[src/rtl/filter_gpu_pkg.sv]
// -----------------------------------------------------------------------------
// filter_gpu_pkg
//
// Shared types and sizes for the filter GPU memory path. The vector types are
// also used by the GPU datapath's 3-lane memory ports, so the vector
// sequencer and the datapath agree on lane ordering: lane 0 is element [0],
// which is the least-significant slice of a packed vector.
// -----------------------------------------------------------------------------
package filter_gpu_pkg;

    // Vector lanes per access, RAM address width, pixel/data word width.
    localparam int LANES = 3;
    localparam int AW    = 10;
    localparam int DW    = 18;

    typedef logic [DW-1:0]        pixel_t;
    typedef logic [AW-1:0]        paddr_t;
    typedef pixel_t [LANES-1:0]   vec_pixel_t;
    typedef paddr_t [LANES-1:0]   vec_addr_t;

    // Vector memory sequencer states.
    typedef enum logic [1:0] {
        IDLE,
        ISSUE,
        DRAIN,
        DONE
    } vms_state_t;

endpackage : filter_gpu_pkg

[src/rtl/vec_mem_sequencer.sv]
// -----------------------------------------------------------------------------
// vec_mem_sequencer
//
// Serialises one 3-lane vector access from the filter GPU memory stage into
// three single-word accesses on a single-port pixel RAM, in lane order 0,1,2,
// and gathers the read data back into one 3-lane response word.
//
// Ports
//   CLK        single clock, all state on the rising edge
//   RST        asynchronous, active-high reset
//   req_valid  vector request present
//   req_ready  high in IDLE; request accepted when high with req_valid
//   req_we     1 = vector write, 0 = vector read
//   req_addr   per-lane RAM address
//   req_wdata  per-lane write data
//   busy       high whenever not in IDLE (pipeline stall)
//   rsp_valid  one-cycle completion pulse for reads and writes
//   rsp_rdata  gathered read data, held until the next read completes
//   mem_en     RAM access strobe
//   mem_we     RAM write strobe (qualified by mem_en)
//   mem_addr   RAM address
//   mem_wdata  RAM write data
//   mem_rdata  RAM read data, valid the cycle after the read strobe
//
// Timing, with acceptance at the edge ending cycle 0:
//   cycles 1..3 issue lanes 0..2, cycle 4 drains the last read word,
//   cycle 5 pulses rsp_valid, cycle 6 is IDLE again.
// Every output is a register, so nothing on req_* reaches mem_* or
// req_ready combinationally.
// -----------------------------------------------------------------------------
module vec_mem_sequencer #(
    parameter int LANES = filter_gpu_pkg::LANES,
    parameter int AW    = filter_gpu_pkg::AW,
    parameter int DW    = filter_gpu_pkg::DW
) (
    input  logic                        CLK,
    input  logic                        RST,

    input  logic                        req_valid,
    output logic                        req_ready,
    input  logic                        req_we,
    input  logic [LANES-1:0][AW-1:0]    req_addr,
    input  logic [LANES-1:0][DW-1:0]    req_wdata,

    output logic                        busy,
    output logic                        rsp_valid,
    output logic [LANES-1:0][DW-1:0]    rsp_rdata,

    output logic                        mem_en,
    output logic                        mem_we,
    output logic [AW-1:0]               mem_addr,
    output logic [DW-1:0]               mem_wdata,
    input  logic [DW-1:0]               mem_rdata
);

    import filter_gpu_pkg::*;

    localparam logic [1:0] LAST_LANE = 2'(LANES - 1);

    vms_state_t                     state;
    logic [1:0]                     lane;

    // Request captured at acceptance; later req_* activity is ignored.
    logic                           we_q;
    logic [LANES-1:0][AW-1:0]       addr_q;
    logic [LANES-1:0][DW-1:0]       wdata_q;

    // Read words for lanes 0..LANES-2. Data returns strictly in lane order,
    // so a shift register replaces the indexed write rdata[lane-1]; after the
    // last ISSUE cycle element [i] holds lane i. The final lane's word is
    // taken straight from mem_rdata in DRAIN.
    logic [LANES-2:0][DW-1:0]       rdata_q;

    always_ff @(posedge CLK or posedge RST) begin
        if (RST) begin
            state     <= IDLE;
            lane      <= '0;
            we_q      <= 1'b0;
            addr_q    <= '0;
            wdata_q   <= '0;
            rdata_q   <= '0;
            req_ready <= 1'b1;
            busy      <= 1'b0;
            rsp_valid <= 1'b0;
            rsp_rdata <= '0;
            mem_en    <= 1'b0;
            mem_we    <= 1'b0;
            mem_addr  <= '0;
            mem_wdata <= '0;
        end else begin
            rsp_valid <= 1'b0;

            unique case (state)
                IDLE: begin
                    if (req_valid) begin
                        state     <= ISSUE;
                        lane      <= '0;
                        we_q      <= req_we;
                        addr_q    <= req_addr;
                        wdata_q   <= req_wdata;
                        req_ready <= 1'b0;
                        busy      <= 1'b1;
                        // Lane 0 is presented in the first ISSUE cycle, so
                        // its strobe and operands are loaded at acceptance.
                        mem_en    <= 1'b1;
                        mem_we    <= req_we;
                        mem_addr  <= req_addr[0];
                        mem_wdata <= req_wdata[0];
                    end
                end

                ISSUE: begin
                    // Word for the lane issued last cycle is on mem_rdata now.
                    if (!we_q && lane != 2'd0) begin
                        rdata_q <= {mem_rdata, rdata_q[LANES-2:1]};
                    end

                    if (lane == LAST_LANE) begin
                        state     <= DRAIN;
                        mem_en    <= 1'b0;
                        mem_we    <= 1'b0;
                        mem_addr  <= '0;
                        mem_wdata <= '0;
                    end else begin
                        lane      <= lane + 2'd1;
                        mem_addr  <= addr_q[lane + 2'd1];
                        mem_wdata <= wdata_q[lane + 2'd1];
                    end
                end

                DRAIN: begin
                    // Last lane's word arrives here; publish the whole vector
                    // so rsp_rdata is already stable when rsp_valid rises.
                    if (!we_q) begin
                        rsp_rdata <= {mem_rdata, rdata_q};
                    end
                    rsp_valid <= 1'b1;
                    state     <= DONE;
                end

                DONE: begin
                    state     <= IDLE;
                    lane      <= '0;
                    busy      <= 1'b0;
                    req_ready <= 1'b1;
                end

                default: begin
                    state     <= IDLE;
                    lane      <= '0;
                    busy      <= 1'b0;
                    req_ready <= 1'b1;
                    mem_en    <= 1'b0;
                    mem_we    <= 1'b0;
                    mem_addr  <= '0;
                    mem_wdata <= '0;
                end
            endcase
        end
    end

endmodule : vec_mem_sequencer

[config.mk]
export PLATFORM = sky130hd
export DESIGN_NAME = vec_mem_sequencer
export DESIGN_NICKNAME = d
export VERILOG_FILES = /design/src/rtl/filter_gpu_pkg.sv /design/src/rtl/vec_mem_sequencer.sv
export SDC_FILE = /design/constraint.sdc
export NUM_CORES = 1
export LEC_CHECK = 0
export ABC_CLOCK_PERIOD_IN_PS = 19900
export CORE_ASPECT_RATIO = 0.7
export CORE_MARGIN = 2
export CORE_UTILIZATION = 40
export CTS_BUF_LIST = sky130_fd_sc_hd__clkbuf_4
export DETAILED_ROUTE_END_ITERATION = 10
export HOLD_SLACK_MARGIN = 0.12
export PLACE_DENSITY = 0.65
export SLEW_MARGIN = 20
export SYNTH_ARGS = -nofsm -noshare
export SYNTH_HDL_FRONTEND = slang
export SYNTH_SLANG_ARGS = --single-unit
[constraint.sdc]
create_clock -name CLK -period 19.9 [get_ports CLK]
set_input_delay 3.98 -clock CLK [delete_from_list [all_inputs] [get_ports CLK]]
set_output_delay 3.98 -clock CLK [all_outputs]
set_load 0.01 [all_outputs]
==> results of run 1 <==
worst min-delay path, cell delays in order (launching register included):
cell and delay [ns]:
dfstp_2 0.38, inv_1 0.05, a21oi_1 0.06
cell usage in the layout (no fill, tap or decap), types with 6 or more instances in the layout:
cell / count
dfrtp_1: 211
mux2_2: 201
clkdlybuf4s50_1: 192
clkbuf_4: 77
a21oi_1: 32
a22oi_1: 28
and4b_1: 28
o21ai_0: 28
ha_1: 8
buf_4: 7
inv_1: 6
state kept, by name (all words and copies together), names as in the netlist:
name       cells
mem_we         1
mem_wdata     18
lane           2
addr_q        30
rdata_q       36
req_ready      1
state          2
busy           1
rsp_valid      1
rsp_rdata     54
we_q           1
mem_en         1
wdata_q       54
mem_addr      10
kinds of logic (layout without fill, tap and decap cells):
group / Yosys count / after routing
multiplexers: 207 / 207
AND/OR/NAND/NOR: 41 / 41
other: 0 / 1
adder cells (fa/ha/maj): 8 / 8
buffers and inverters: 50 / 290
AO/OA/AOI/OAI: 96 / 96
flip-flops: 212 / 212
cell usage after synthesis, types with 2 or more instances:
master,count,area (sq um)
o21ai_1,5,25.0
clkbuf_1,11,41.3
mux2_1,4,45.0
ha_1,8,100
mux2i_1,2,20.0
buf_6,11,124
mux2_2,201,2260
a22oi_1,28,210
buf_2,11,55.1
inv_1,7,26.3
o21ai_0,28,140
buf_4,10,75.1
and4b_1,28,280
nand2_1,2,7.51
nor2_1,2,7.51
dfrtp_1,211,5280
nor2b_1,4,25.0
a21oi_1,32,160
layer usage:
metal	vias up	share of wire, %	global-route usage, %
li1	2696	-	-
met1	3008	43	24.5
met2	180	48	30.1
met3	36	6.8	4.95
met4	0	1.8	6.31
met5	-	0	0
path summary, 6_finish.rpt:
path                            from            end  slack [ns]  cells after the start
max                        req_valid  mem_wdata[13]       14.02                      5
min                        req_ready      req_ready        0.49                      2
max reg2reg                 state[0]  mem_wdata[13]       16.88                      6
min reg2reg                req_ready      req_ready        0.49                      2
max in group asynchronous        RST  rsp_rdata[24]       14.75                      3
min in group asynchronous        RST     rdata_q[4]        3.90                      2
area by class of cell:
class | instances | area, sq um
diodes | 1 | 2.50
clock buffers | 77 | 578
clock inverters | 6 | 23.8
fillers | 1810 | 10200
inverters | 7 | 33.8
multi-input cells | 352 | 3400
flip-flops and latches | 212 | 5310
well taps | 282 | 353
repair buffers | 200 | 1990
power groups by stage:
| stage | sequential (uW) | clock [uW] | combinational, uW |
|---|---|---|---|
| 2_1_floorplan | 774 | 0 | 492 |
| 3_3_place_gp | 759 | 0 | 784 |
| 3_5_place_dp | 772 | 0 | 809 |
| 4_1_cts | 766 | 359 | 813 |
| 5_1_grt | 793 | 383 | 868 |
| 6_report | 766 | 341 | 801 |
through the flow:
stage,hold WS (ns),util [%],setup slack [ns]
6_report,0.491,53.5,14.02
5_1_grt,0.502,53.5,13.87
3_3_place_gp,0.456,50.6,13.13
4_1_cts,0.492,53.4,13.66
2_1_floorplan,0.469,-,10.13
3_5_place_dp,0.478,50.6,12.94
==> summary.txt, run 1 <==
=================================================================================================================
WS Path Type                                                                                         primary input to flip-flop
Sw Share                                                                                                    32.7%
Static Leak                                                                                            0.00494 uW
Clock insertion delay at the later pin of the skew report                                                 0.65 ns
Area enclosed by the die boundary                                                                     23700 sq um
Proportion of synthesized area in mux cells                                                                 25.9%
Via count of the first global-routing pass                                                                   6505
Tightest slew margin relative to the limit                                                                  32.3%
Dominant combinational cell family by area after synthesis                                           multiplexers
Critical path peak fanout                                                                                      34
Aggregate negative setup slack                                                                               0 ns
Post-synthesis compound-gate area fraction                                                                  6.23%
Number of buffers created by CTS                                                                               54
Period utilization                                                                                          29.6%
Std-Cell Core Area                                                                                    21800 sq um
Power Dens Cells                                                                                      163 nW/um^2
Arrival time at the worst endpoint                                                                        6.36 ns
Final design instance area without fill                                                               11700 sq um
Synth Flop Type                                                                                           dfrtp_1
Crit end category                                                                                       flip-flop
Sequential-to-total area share from yosys stat                                                              59.1%
Net Count, Synth                                                                                              728
Final WL                                                                                                 21700 um
TritonCTS clock tree                                                                                          yes
Port Buffer Count                                                                                             192
Hold buffer count at CTS                                                                                        0
Internal cell power                                                                                       1280 uW
Post-DP Area                                                                                          11100 sq um
Routed length per instance                                                                                19.1 um
Number of max-slew violations in the final report                                                               0
Buffer depth of the longest clock path                                                                          3
Post-synthesis to final-layout area growth                                                                  30.1%
Mean cell area of the mapped netlist                                                                   14.6 sq um
Gpl congestion                                                                                              0.762
Final global-route overflow total                                                                               0
Number of nets in the layout                                                                                  941
Worst-case clock skew                                                                                   0.0250 ns
Largest voltage drop on the vdd net                                                                     0.0763 mV
Arithmetic-cell share of the synthesized area counting full adders, half adders and majority gates          1.11%
Number of enable-type register cells in the synthesized netlist                                                 0
XOR/XNOR Fraction of Synth Area                                                                                0%
Number of resized instances in the post-cts repair step                                                         0
Initial core utilization                                                                                    41.1%
Final Power                                                                                               1910 uW
Root Buffer Master                                                                                       clkbuf_4
First DRT Iteration DRCs                                                                                      328
Std cell rows                                                                                                  45
Cell at the slowest stage of the critical path                                                            mux2i_4
Transition at the pin with the smallest max-transition slack                                             0.994 ns
Count of synthesis-stage warnings from yosys                                                                    0
Antenna violations before repair                                                                                1
Number of unique standard cell types used by synthesis                                                         27
Maximum number of pins on one net before global-route repair                                                  128
I/O pin count                                                                                                 193
Share of flip-flops with an asynchronous set or reset                                                        100%
Sequential share of power                                                                                   40.1%
Placed Cells incl. Taps                                                                                      1053
Pre-Repair DR Iteration Count                                                                                   4
Vias after detailed routing                                                                                  5920
Post-Syn Instances                                                                                            614
First-pass GRT wire length                                                                               34600 um
Clock transition at the register clock pins on the worst setup and hold paths after CTS                   0.06 ns
Run status                                                                                              completed
Buffering stage count on the worst path with inverters included                                                 2
Share of cells above drive strength 1                                                                       34.7%
Simple logic cell fraction of the synthesized area                                                          4.09%
Minimum clock period after layout                                                                         5.88 ns
Number of storage elements in the synthesis netlist                                                           212
Tightest Hold Check Type                                                                             flip-flop to flip-flop
Final Hold Viols                                                                                                0
Die Height                                                                                                 129 um
Biggest cell delay along the critical path                                                                0.80 ns
Summed instance area of the synthesized netlist                                                        8980 sq um
Global-route usage over all layers                                                                          18.6%
Number of post-CTS setup repair buffers                                                                         0
Combinational share of power                                                                                42.0%
Cell class contributing the biggest share of worst-path delay                                        multiplexers
Category of the worst setup path launch point                                                        primary input
Overall die width                                                                                          183 um
Vias/cell                                                                                                    5.21
RSZ-0062 raised after global routing                                                                           no
Max_cap viols                                                                                                   0
Clock power share                                                                                           17.9%
Antenna-violating nets left                                                                                     0
CTS H-tree lvls                                                                                                 2
Cells along the critical path                                                                        clkdlybuf4s50_1 -> buf_4 -> mux2i_4 -> nand2b_2 -> o21ai_0
TritonCTS sink count                                                                                          212
Final Non-Filler Cells                                                                                       1137
Fmax achieved                                                                                           0.170 GHz
NetSw                                                                                                      625 uW
# setup viols final                                                                                             0
Required arrival time at the worst endpoint                                                              20.38 ns
Final routed DRC violation total                                                                                0
DP HPWL                                                                                                  13900 um
=================================================================================================================
No activity file was read; power rests on OpenSTA's default activity.
==> inputs of run 2 (changes only) <==
ABC_CLOCK_PERIOD_IN_PS = 5770   (was 19900)
clock period = 5.77 ns   (was 19.9 ns; I/O delays follow)
==> run 2 against run 1 <==
  * First-iteration DRC count up 4.0%
  * Clock-buffer cell count is 1 lower
  * Sequential share of layout area fell by 0.17 points
  * Hold slack got worse by 0.0048 ns
  * Core utilization up 0.20 points
  * Via count up 0.47%
  * Largest power group unchanged
  * Die area unchanged
  * Clock skew up 0.010 ns
  * Combinational power increased to 3.5 times the previous value
  * Critical endpoint is now req_ready
==> summary.txt, run 2 (synthesized netlist as in run 1, its figures left out) <==
======================================================================================================
Run status                                                                                   completed
Global-route track usage on met2                                                                 29.6%
Internal cell power                                                                            4440 uW
Reg2reg end                                                                               mem_wdata[9]
Vias/cell                                                                                         5.19
Tightest Hold Check Type                                                                  flip-flop to flip-flop
Vias after detailed routing                                                                       5948
Share of cells above drive strength 1                                                            34.5%
WS Path Type                                                                              flip-flop to output port
Sw Share                                                                                         32.9%
Initial core utilization                                                                         41.1%
Arrival time at the worst endpoint                                                             1.73 ns
Power Dens Cells                                                                           563 nW/um^2
Post-DP Area                                                                               11100 sq um
Final design instance area without fill                                                    11700 sq um
Cells along the critical path                                                             clkdlybuf4s50_1
Largest voltage drop on the vdd net                                                           0.251 mV
Required arrival time at the worst endpoint                                                    4.62 ns
TritonCTS sink count                                                                               212
Transition at the pin with the smallest max-transition slack                                  0.980 ns
Global-route met1 utilization                                                                    25.4%
Category of the worst setup path launch point                                                flip-flop
Aggregate negative setup slack                                                                    0 ns
Final global-route overflow total                                                                    0
First-pass GRT wire length                                                                    34800 um
Buffering stage count on the worst path with inverters included                                      1
NetSw                                                                                          2170 uW
Antenna violations before repair                                                                     1
I/O pin count                                                                                      193
Busiest layer in global routing                                                                   met2
FF-to-FF setup slack                                                                           3.27 ns
Cell class contributing the biggest share of worst-path delay                             buffers and inverters
Fmax achieved                                                                                0.346 GHz
Post-synthesis to final-layout area growth                                                       30.5%
Global-route usage over all layers                                                               18.8%
RSZ-0062 raised after global routing                                                                no
Port Buffer Count                                                                                  192
Die Height                                                                                      129 um
Leading cell types in the layout, fill and taps excluded                                  dfrtp_1, mux2_2, clkdlybuf4s50_1, clkbuf_4, a21oi_1
Number of buffers created by CTS                                                                    54
Clock transition at the register clock pins on the worst setup and hold paths after CTS        0.06 ns
Static Leak                                                                                 0.00496 uW
Buffer depth of the longest clock path                                                               3
Std-Cell Core Area                                                                         21800 sq um
Clock insertion delay at the later pin of the skew report                                      0.64 ns
Via count of the first global-routing pass                                                        6483
Final Power                                                                                    6610 uW
Cell at the slowest stage of the critical path                                            clkdlybuf4s50_1
TritonCTS clock tree                                                                               yes
Crit end category                                                                          output port
Root Buffer Master                                                                            clkbuf_4
Hold Path Cell Cnt                                                                                   2
Number of post-CTS setup repair buffers                                                              0
Worst hold path startpoint                                                                   req_ready
Hold buffer count at CTS                                                                             0
Period utilization                                                                               50.0%
Overall die width                                                                               183 um
Combinational share of power                                                                     42.3%
Startpoint of the lowest-slack register-to-register path                                       lane[1]
Final WL                                                                                      22100 um
Area enclosed by the die boundary                                                          23700 sq um
Commonest non-fill, non-tap cell in the layout                                                 dfrtp_1
Routed length per instance                                                                     19.3 um
Antenna-violating nets left                                                                          0
Pre-Repair DR Iteration Count                                                                        4
Worst r2r path cells                                                                                 6
Final routed DRC violation total                                                                     0
Number of nets in the layout                                                                       944
Number of max-slew violations in the final report                                                    0
Sequential share of power                                                                        39.9%
Crit path from                                                                               req_ready
Met3 global-route usage                                                                          4.78%
CTS H-tree lvls                                                                                      2
Number of resized instances in the post-cts repair step                                              0
Tightest slew margin relative to the limit                                                       34.7%
Critical path peak fanout                                                                            3
Gpl congestion                                                                                   0.757
Final Hold Viols                                                                                     0
Minimum clock period after layout                                                              2.89 ns
Biggest cell delay along the critical path                                                     0.56 ns
# setup viols final                                                                                  0
Registers with the most flip-flops                                                        rsp_rdata x54, wdata_q x54, rdata_q x36
Std cell rows                                                                                       45
Worst-case clock skew                                                                        0.0355 ns
DP HPWL                                                                                       14100 um
Final Non-Filler Cells                                                                            1146
Crit path depth                                                                                      1
Last element of the critical path                                                            req_ready
Max_cap viols                                                                                        0
Final core utilization                                                                           53.7%
Clock power share                                                                                17.9%
Placed Cells incl. Taps                                                                           1056
First DRT Iteration DRCs                                                                           341
Maximum number of pins on one net before global-route repair                                       165
======================================================================================================
run 2: changes by cell type in the layout (fill, tap and decap cells not counted), sizes merged:
cell      previous run  this run
clkinv               6        12
buf                  8        11
clkbuf              77        76
clkinvlp             0         1
run 2: final cells by class:
type                            count  area [sq um]
Antenna cell                        1          2.50
Clock buffer                       76           571
Clock inverter                     13          50.0
Fill cell                        1819         10100
Inverter                            7          30.0
Multi-Input combinational cell    352          3400
Sequential cell                   212          5310
Tap cell                          282           353
Timing Repair Buffer              203          2020
run 2: metal layers:
metal	wire (um)	vias to the layer above
met1	10000	3028
met2	10400	173
met5	0	-
li1	-	2706
met4	435	0
met3	1280	41
run 2: per-stage QoR:
step / hold slack, ns / worst slack, ns
floorplan: 0.469 / 1.86
global placement: 0.459 / 2.41
detailed placement: 0.480 / 2.38
CTS: 0.489 / 2.81
global route: 0.515 / 2.80
finish: 0.487 / 2.88
run 2: how the worst min path moves through the flow:
stage	to	slack [ns]
6_report	req_ready	0.49
4_1_cts	req_ready	0.49
3_5_place_dp	req_ready	0.48
3_3_place_gp	req_ready	0.46
2_1_floorplan	rdata_q[29]	0.47
5_1_grt	req_ready	0.51
run 2: power groups by stage:
stage	logic, uW	registers (uW)	clock network (uW)
after floorplan	1700	2670	0
after global placement	2730	2610	0
after detailed placement	2820	2650	0
after CTS	2830	2630	1240
after global routing	3020	2730	1320
final	2790	2630	1180
run 2: worst min-delay path: cells and delay by family (launching register included):
| family | cells | cell delay, ns |
|---|---|---|
| buf+inv | 1 | 0.05 |
| flops | 1 | 0.37 |
| compound gates | 1 | 0.06 |
